### config.mk
export PLATFORM = sky130hd
export DESIGN_NAME = clk_period_meter
export DESIGN_NICKNAME = d
export VERILOG_FILES = /design/src/rtl/clk_period_meter.sv
export SDC_FILE = /design/constraint.sdc
export NUM_CORES = 1
export LEC_CHECK = 0
export BUFFER_PORTS_ARGS = -buffer_cell sky130_fd_sc_hd__buf_2
export CORE_UTILIZATION = 55
export CTS_CLUSTER_SIZE = 12
export DETAILED_ROUTE_END_ITERATION = 8
export PLACE_DENSITY = 0.79
export SLEW_MARGIN = 30
export SYNTH_ARGS = -nofsm -noshare
export SYNTH_HDL_FRONTEND = slang
export SYNTH_SLANG_ARGS = --single-unit
### constraint.sdc
create_clock -name clk -period 5.25 [get_ports clk]
set_clock_uncertainty 0.1 [all_clocks]
set_input_delay 0.2625 -clock clk [delete_from_list [all_inputs] [get_ports clk]]
set_output_delay 0.2625 -clock clk [all_outputs]
set_load 0.05 [all_outputs]
### src/rtl/clk_period_meter.sv
// clk_period_meter: measures the period and high time of a slow, asynchronous
// clock (meas_clk) in clk cycles, flags stability (locked) and absence (lost).
//
// Ports:
//   clk        system clock, all logic on its rising edge
//   rst_n      asynchronous active-low reset
//   meas_clk   clock under measurement, asynchronous to clk
//   period     last measured meas_clk period, in clk cycles
//   high_time  high time belonging to the same period, in clk cycles
//   valid      one-cycle pulse, period/high_time updated this cycle
//   locked     high while consecutive periods differ by at most TOL
//   lost       high while meas_clk is declared absent
module clk_period_meter #(
    parameter int unsigned CNT_W   = 32,
    parameter int unsigned TIMEOUT = 200000000,
    parameter int unsigned TOL     = 1
) (
    input  logic             clk,
    input  logic             rst_n,
    input  logic             meas_clk,
    output logic [CNT_W-1:0] period,
    output logic [CNT_W-1:0] high_time,
    output logic             valid,
    output logic             locked,
    output logic             lost
);

    localparam logic [CNT_W-1:0] CNT_MAX   = {CNT_W{1'b1}};
    localparam logic [CNT_W-1:0] TIMEOUT_V = CNT_W'(TIMEOUT);
    localparam logic [CNT_W-1:0] TOL_V     = CNT_W'(TOL);

    typedef enum logic [1:0] {
        IDLE    = 2'd0,
        MEASURE = 2'd1,
        LOST    = 2'd2
    } state_t;

    state_t state, state_nxt;

    logic s1, s2, s3;
    logic rise, fall;
    logic [CNT_W-1:0] cnt;
    logic [CNT_W-1:0] hi_shadow;
    logic [CNT_W-1:0] diff;
    logic             have_prev;
    logic             timeout_hit;
    logic             take_sample;
    logic             go_lost;
    logic             clr_lost;

    // Two-flop synchronizer plus one edge-detect register
    always_ff @(posedge clk or negedge rst_n) begin
        if (!rst_n) begin
            s1 <= 1'b0;
            s2 <= 1'b0;
            s3 <= 1'b0;
        end else begin
            s1 <= meas_clk;
            s2 <= s1;
            s3 <= s2;
        end
    end

    assign rise        = s2 & ~s3;
    assign fall        = ~s2 & s3;
    assign timeout_hit = (cnt == TIMEOUT_V);

    // Unsigned absolute difference between the new count and the previous period
    assign diff = (cnt >= period) ? (cnt - period) : (period - cnt);

    // State register
    always_ff @(posedge clk or negedge rst_n) begin
        if (!rst_n) begin
            state <= IDLE;
        end else begin
            state <= state_nxt;
        end
    end

    // Next state and datapath strobes; a rise always wins over a timeout
    always_comb begin
        state_nxt   = state;
        take_sample = 1'b0;
        go_lost     = 1'b0;
        clr_lost    = 1'b0;
        case (state)
            IDLE: begin
                if (rise) begin
                    state_nxt = MEASURE;
                end else if (timeout_hit) begin
                    state_nxt = LOST;
                    go_lost   = 1'b1;
                end
            end
            MEASURE: begin
                if (rise) begin
                    take_sample = 1'b1;
                end else if (timeout_hit) begin
                    state_nxt = LOST;
                    go_lost   = 1'b1;
                end
            end
            LOST: begin
                if (rise) begin
                    state_nxt = MEASURE;
                    clr_lost  = 1'b1;
                end
            end
            default: begin
                state_nxt = IDLE;
            end
        endcase
    end

    // Free-running saturating cycle counter, restarted at 1 on every rise
    always_ff @(posedge clk or negedge rst_n) begin
        if (!rst_n) begin
            cnt <= '0;
        end else if (rise) begin
            cnt <= CNT_W'(1);
        end else if (cnt != CNT_MAX) begin
            cnt <= cnt + CNT_W'(1);
        end
    end

    // High-time capture; cleared on rise so a missing fall reports zero
    always_ff @(posedge clk or negedge rst_n) begin
        if (!rst_n) begin
            hi_shadow <= '0;
        end else if (rise) begin
            hi_shadow <= '0;
        end else if (fall) begin
            hi_shadow <= cnt;
        end
    end

    // Measurement outputs, lock and loss tracking
    always_ff @(posedge clk or negedge rst_n) begin
        if (!rst_n) begin
            period    <= '0;
            high_time <= '0;
            valid     <= 1'b0;
            locked    <= 1'b0;
            lost      <= 1'b0;
            have_prev <= 1'b0;
        end else begin
            valid <= take_sample;
            if (take_sample) begin
                period    <= cnt;
                high_time <= hi_shadow;
                locked    <= have_prev && (diff <= TOL_V);
                have_prev <= 1'b1;
            end else if (go_lost) begin
                period    <= '0;
                high_time <= '0;
                locked    <= 1'b0;
                have_prev <= 1'b0;
                lost      <= 1'b1;
            end
            if (clr_lost) begin
                lost <= 1'b0;
            end
        end
    end

endmodule

==> results of run 1 <==
-- synthesized netlist by cell type (all sizes together) (4+ instances only) --
cell and n:
nand2 152, dfrtp 137, o21ai 88, nand3 84
inv 81, a21oi 73, nor2 73, ha 66
xnor2 45, clkbuf 33, o31ai 32, buf 28
nand4 25, a21o 24, xor2 17, nor3 16
nor4 12, mux2i 11, and3 10, o21bai 10
or3 10, a211oi 9, o21a 8, a21boi 6
a31oi 6, nand2b 6, and2 5, a2111oi 4
a221oi 4, and4 4
-- through the flow --
stage / hold WS (ns) / worst slack [ns] / utilization / instance area (um2) / total power (uW)
CTS: 0.252 / 0.588 / 0.624 / 10400 / 4840
global route: 0.259 / 0.320 / 0.625 / 10400 / 5110
global placement: 0.234 / 0.747 / 0.587 / 9740 / 3600
finish: 0.251 / 0.527 / 0.625 / 10400 / 4880
floorplan: -0.133 / 1.47 / - / 9350 / 3050
detailed placement: 0.235 / 0.640 / 0.587 / 9740 / 3590
-- layout make-up --
cell class                      count  area [um2]  area share
Clock inverter                     15         173      0.0166
Multi-Input combinational cell    840        5340       0.515
Inverter                           82         308      0.0297
Sequential cell                   137        3430       0.331
Timing Repair Buffer               78         424      0.0409
Clock buffer                       17         425      0.0410
Tap cell                          220         275      0.0265
-- repair_timing --
item,4_1_cts,5_1_grt
hold buffers,2,0
buffers inserted,0,0
hold endpoints to repair,86,0
-- metal layers --
layer,track usage,routed length [um],vias up
li1,-,-,4006
met1,0.441,12000,4143
met2,0.525,13300,356
met3,0.0650,1930,75
met4,0.155,1270,0
met5,0,0,-
-- flip-flops by register name, summed over array words and instances (netlist names) --
register / cells
have_prev: 1
period: 32
high_time: 32
locked: 1
state: 2
hi_shadow: 32
cnt: 32
s2: 1
lost: 1
valid: 1
s1: 1
s3: 1
-- critical path: stages (launching register included) --
cell       delay [ns]
dfrtp_1          0.43
inv_1            0.17
ha_1             0.19
inv_1            0.05
fa_1             0.42
nand3_1          0.14
a311oi_1         0.12
a2111oi_2        0.53
o21ai_2          0.19
nor2_2           0.67
buf_4            0.30
mux2i_1          0.22
xor2_1           0.17
nand4_1          0.10
or4_1            0.41
nor4_1           0.30
a31o_1           0.13
-- power breakdown --
| part | leakage (uW) | internal [uW] | switching (uW) | total (uW) |
|---|---|---|---|---|
| Clock | 0.000290 | 644 | 595 | 1240 |
| Combinational | 0.00292 | 988 | 1500 | 2490 |
| Sequential | 0.00188 | 1100 | 52.5 | 1160 |
| Total | 0.00509 | 2740 | 2150 | 4880 |
-- cells by family after synthesis --
| kind of cell | count (synthesis) | share of synthesized area |
|---|---|---|
| adder cells (fa/ha/maj) | 68 | 0.0926 |
| XOR/XNOR | 62 | 0.0581 |
| multiplexers | 12 | 0.0130 |
| flip-flops | 137 | 0.367 |
| AO/OA/AOI/OAI | 289 | 0.199 |
| buffers and inverters | 143 | 0.0655 |
| AND/OR/NAND/NOR | 409 | 0.205 |
-- worst paths after layout --
kind	depth (start not counted)	slack [ns]	to
setup / recovery	16	0.53	locked$_DFFE_PN0P_
hold / removal	0	0.25	s2$_DFF_PN0_
setup reg to reg	16	0.53	locked$_DFFE_PN0P_
hold reg to reg	0	0.25	s2$_DFF_PN0_
max in group asynchronous	3	3.49	period[2]$_DFFE_PN0P_
min in group asynchronous	2	0.37	high_time[22]$_DFFE_PN0P_
==> results.json, run 1 <==
{
  "core-area_mm2": 0.0166,
  "mostFrequentLayoutCell": "nand2_1",
  "critPathRequiredTime_ns": 5.52,
  "ios": 70,
  "io_buffers": 69,
  "async_reset_ff_frac": 1.00,
  "layout-drive-gt1-share": 0.115,
  "ys_warn_count": 0,
  "yosysTopAreaCell": "dfrtp_1",
  "die-area_mm2": 0.0175,
  "row_count": 47,
  "clock.fmax_mhz": 212,
  "syn2layout_area_growth_pct": 11.0,
  "remaining_drc_errors": 0,
  "synth_edf_count": 0,
  "final_hold_viol_count": 0,
  "die_w_um": 132,
  "cts_tree": "yes",
  "period_minus_slack_ns": 4.72,
  "tightest_slew_ns": 0.868,
  "grt_overflow": 0,
  "period_share": 0.900,
  "grt_pass1_wl_um": 45300,
  "netlist_instances": 1120,
  "ys_seq_elements": 137,
  "fp.dieH_um": 132,
  "maxCapViolations": 0,
  "end_kind": "flop",
  "cts_resized": 0,
  "final.setup.tns_ns": 0,
  "critPathLaunchType": "flop",
  "initial_core_util": 0.564,
  "firstDrtPassIters": 7,
  "ys_top_cells_by_area": "dfrtp_1, ha_1, nand2_1, nand3_1, o21ai_0",
  "hpwlAfterDp_um": 20400,
  "min_from": "s1$_DFF_PN0_",
  "synth_nets": 1191,
  "n_fill_cell": 1442,
  "synth_area_per_cell_um2": 8.35,
  "track_usage": 0.333,
  "finalNonFillerCells": 1389,
  "netlist_area_mm2": 0.00935,
  "first_global_vias": 8113,
  "routedWlPerCell_um": 20.5,
  "hold_path_class": "reg2reg",
  "slew_violations": 0,
  "cts_buffers": 17,
  "relSlewSlack": 0.418,
  "placed_cells": 1355,
  "root_buffer": "clkbuf_16",
  "crit_type": "reg2reg",
  "worstReg2RegStart": "cnt[0]$_DFFE_PN0P_",
  "crit_start": "cnt[0]$_DFFE_PN0P_",
  "rsz0062_at_grt": "no",
  "clock-sinks": 137,
  "clkTransAtPathRegs_ns": 0.07,
  "powerDensity_mw_per_mm2": 471,
  "wirelength_um": 28500,
  "vias": 8580,
  "place_congestion": 0.958,
  "routed_via_density": 6.18,
  "path_max_fanout": 13,
  "antenna_cells": 0,
  "antenna_found_initial": 0,
  "ant_nets": 0,
  "setup_viol": 0,
  "seq_area_frac_synth": 0.367,
  "htree_levels": 4,
  "grt_max_degree": 99,
  "crit_arrival_ns": 5.00,
  "ir_worst_vdd_v": 0.000481,
  "dr.first_iter.drc_count": 841,
  "layout_common_cells": "nand2_1, dfrtp_1, nand3_1",
  "clkLatencyLatePin_ns": 0.44,
  "yosysUniqueCellTypes": 74,
  "status": "finished, final reports clean",
  "p_leak_uw": 0.00509,
  "nets": 1227,
  "synth_flop_cell": "dfrtp_1",
  "synth_top_area_frac": 0.367,
  "cts_buffer_depth": 2
}
(Power assumes the default switching activity.)
==> inputs of run 2 (changes only) <==
CORE_UTILIZATION = 65   (was 55)
PLACE_DENSITY = 0.9   (was 0.79)
==> run 2 against run 1 <==
Compared with the run above: clock-buffer cell count is 1 higher; via count is 3.6% higher; setup slack better by 0.20 ns; sequential power hardly changed; critical path type unchanged; utilization is 11 points higher; power is 1.1% lower; clock power is 4% lower.
==> results.json, run 2 (same netlist as run 1, synthesis figures left out) <==
{
  "highest_layer": "met4",
  "relSlewSlack": 0.447,
  "slowest_delay_ns": 0.58,
  "mostFrequentLayoutCell": "nand2_1",
  "setup_viol": 0,
  "antenna_cells": 0,
  "dr.first_iter.drc_count": 1132,
  "root_buffer": "clkbuf_16",
  "finalNonFillerCells": 1349,
  "row_count": 43,
  "p_leak_uw": 0.00507,
  "remaining_drc_errors": 0,
  "r2r_slack_ns": 0.73,
  "crit_start": "cnt[0]$_DFFE_PN0P_",
  "end_kind": "flop",
  "routedWlPerCell_um": 21.3,
  "vias": 8886,
  "powerDensity_mw_per_mm2": 469,
  "final.setup.worst_slack_ns": 0.729,
  "dpl_cell_area_mm2": 0.00969,
  "tightest_slew_ns": 0.824,
  "worstReg2RegStart": "cnt[0]$_DFFE_PN0P_",
  "wl_met3_um": 2470,
  "final_hold_viol_count": 0,
  "syn2layout_area_growth_pct": 10.1,
  "path_max_fanout": 11,
  "critPathLaunchType": "flop",
  "track_usage": 0.402,
  "critPathBufInv": 2,
  "hold_path_class": "reg2reg",
  "wirelength_um": 28800,
  "critPathRequiredTime_ns": 5.53,
  "slew_violations": 0,
  "hpwlAfterDp_um": 20100,
  "worst_r2r_endpoint": "locked$_DFFE_PN0P_",
  "cts_buffers": 17,
  "layout-drive-gt1-share": 0.115,
  "fin_util": 0.739,
  "period_minus_slack_ns": 4.52,
  "clkTransAtPathRegs_ns": 0.07,
  "initial_core_util": 0.671,
  "routed_via_density": 6.59,
  "cp_slowest_cell": "nor2_2",
  "ant_nets": 0,
  "clock-sinks": 137,
  "reg2regPathDepth": 15,
  "die_w_um": 122,
  "firstDrtPassIters": 6,
  "io_buffers": 69,
  "crit_path_frequent_cell": "inv_1",
  "grt_max_degree": 99,
  "wl_met2_um": 13600,
  "cts_buffer_depth": 2,
  "min_from": "s1$_DFF_PN0_",
  "min_to": "s2$_DFF_PN0_",
  "dp_slack_ns": 0.865,
  "rsz0062_at_grt": "no",
  "htree_levels": 4,
  "cpLargestDelayFamily": "simple AND/OR/NAND/NOR gates",
  "core-area_mm2": 0.0139,
  "ir_worst_vdd_v": 0.000374,
  "nets": 1227,
  "path_cells": "inv_1 -> ha_1 -> inv_1 -> fa_1 -> nand3_1 -> a311oi_1 -> a2111oi_2 -> o21ai_2 -> nor2_2 -> mux2i_1 -> o311ai_1 -> nand4_1 -> or4_1 -> nor4_1 -> a31o_1",
  "final.setup.tns_ns": 0,
  "clkLatencyLatePin_ns": 0.44,
  "cts_resized": 0,
  "die-area_mm2": 0.0149,
  "grt_overflow": 0,
  "layout_common_cells": "nand2_1, dfrtp_1, nand3_1",
  "status": "finished, final reports clean",
  "period_share": 0.861,
  "crit_type": "reg2reg",
  "holdPathStages": 0,
  "crit_arrival_ns": 4.80,
  "place_congestion": 0.980,
  "cts_tree": "yes",
  "fp.dieH_um": 122,
  "antenna_found_initial": 0,
  "m1WireLength_um": 11400,
  "first_global_vias": 8285,
  "ios": 70,
  "placed_cells": 1315,
  "clock.fmax_mhz": 221,
  "grt_pass1_wl_um": 44900,
  "stdcell_area_mm2": 0.0103,
  "maxCapViolations": 0
}
==> run 2: cell types whose count changed in the layout (fill, tap and decap cells not counted), sizes merged <==
| cell | previous run | this run |
|---|---|---|
| clkbuf | 17 | 18 |
| inv | 91 | 88 |
| clkinv | 5 | 4 |
| bufinv | 0 | 1 |
| clkinvlp | 1 | 3 |
==> run 2: cell type report <==
| class | instances | area, um2 |
|---|---|---|
| tap | 180 | 225 |
| timing repair buffer | 78 | 424 |
| clock inverter | 14 | 135 |
| sequential | 137 | 3430 |
| clock buffer | 18 | 429 |
| inverter | 82 | 308 |
| multi-input combinational | 840 | 5340 |
| fill | 1005 | 3640 |
==> run 2: where the power goes <==
group | switching (uW) | internal [uW]
logic | 1490 | 987
registers | 55.3 | 1100
clock network | 530 | 663
==> run 2: worst max-delay path by stage <==
stage | end | cells after the start
4_1_cts | locked$_DFFE_PN0P_ | 16
6_report | locked$_DFFE_PN0P_ | 15
3_5_place_dp | locked$_DFFE_PN0P_ | 16
3_3_place_gp | locked$_DFFE_PN0P_ | 16
5_1_grt | locked$_DFFE_PN0P_ | 15
2_1_floorplan | locked$_DFFE_PN0P_ | 14
==> run 2: repair_timing <==
item / CTS / global route
buffers inserted: 0 / 0
hold endpoints to repair: 85 / 0
hold buffers: 2 / 0
==> run 2: routing by layer <==
metal	GRT usage	vias up
li1	-	3997
met1	0.517	4237
met2	0.652	543
met3	0.0777	109
met4	0.187	0
met5	0	-
==> run 2: through the flow <==
step                      power, uW  hold WS (ns)
after global placement         3570         0.233
after floorplan                3050        -0.133
after detailed placement       3560         0.244
after global routing           5040         0.261
final                          4830         0.257
after CTS                      4750         0.259
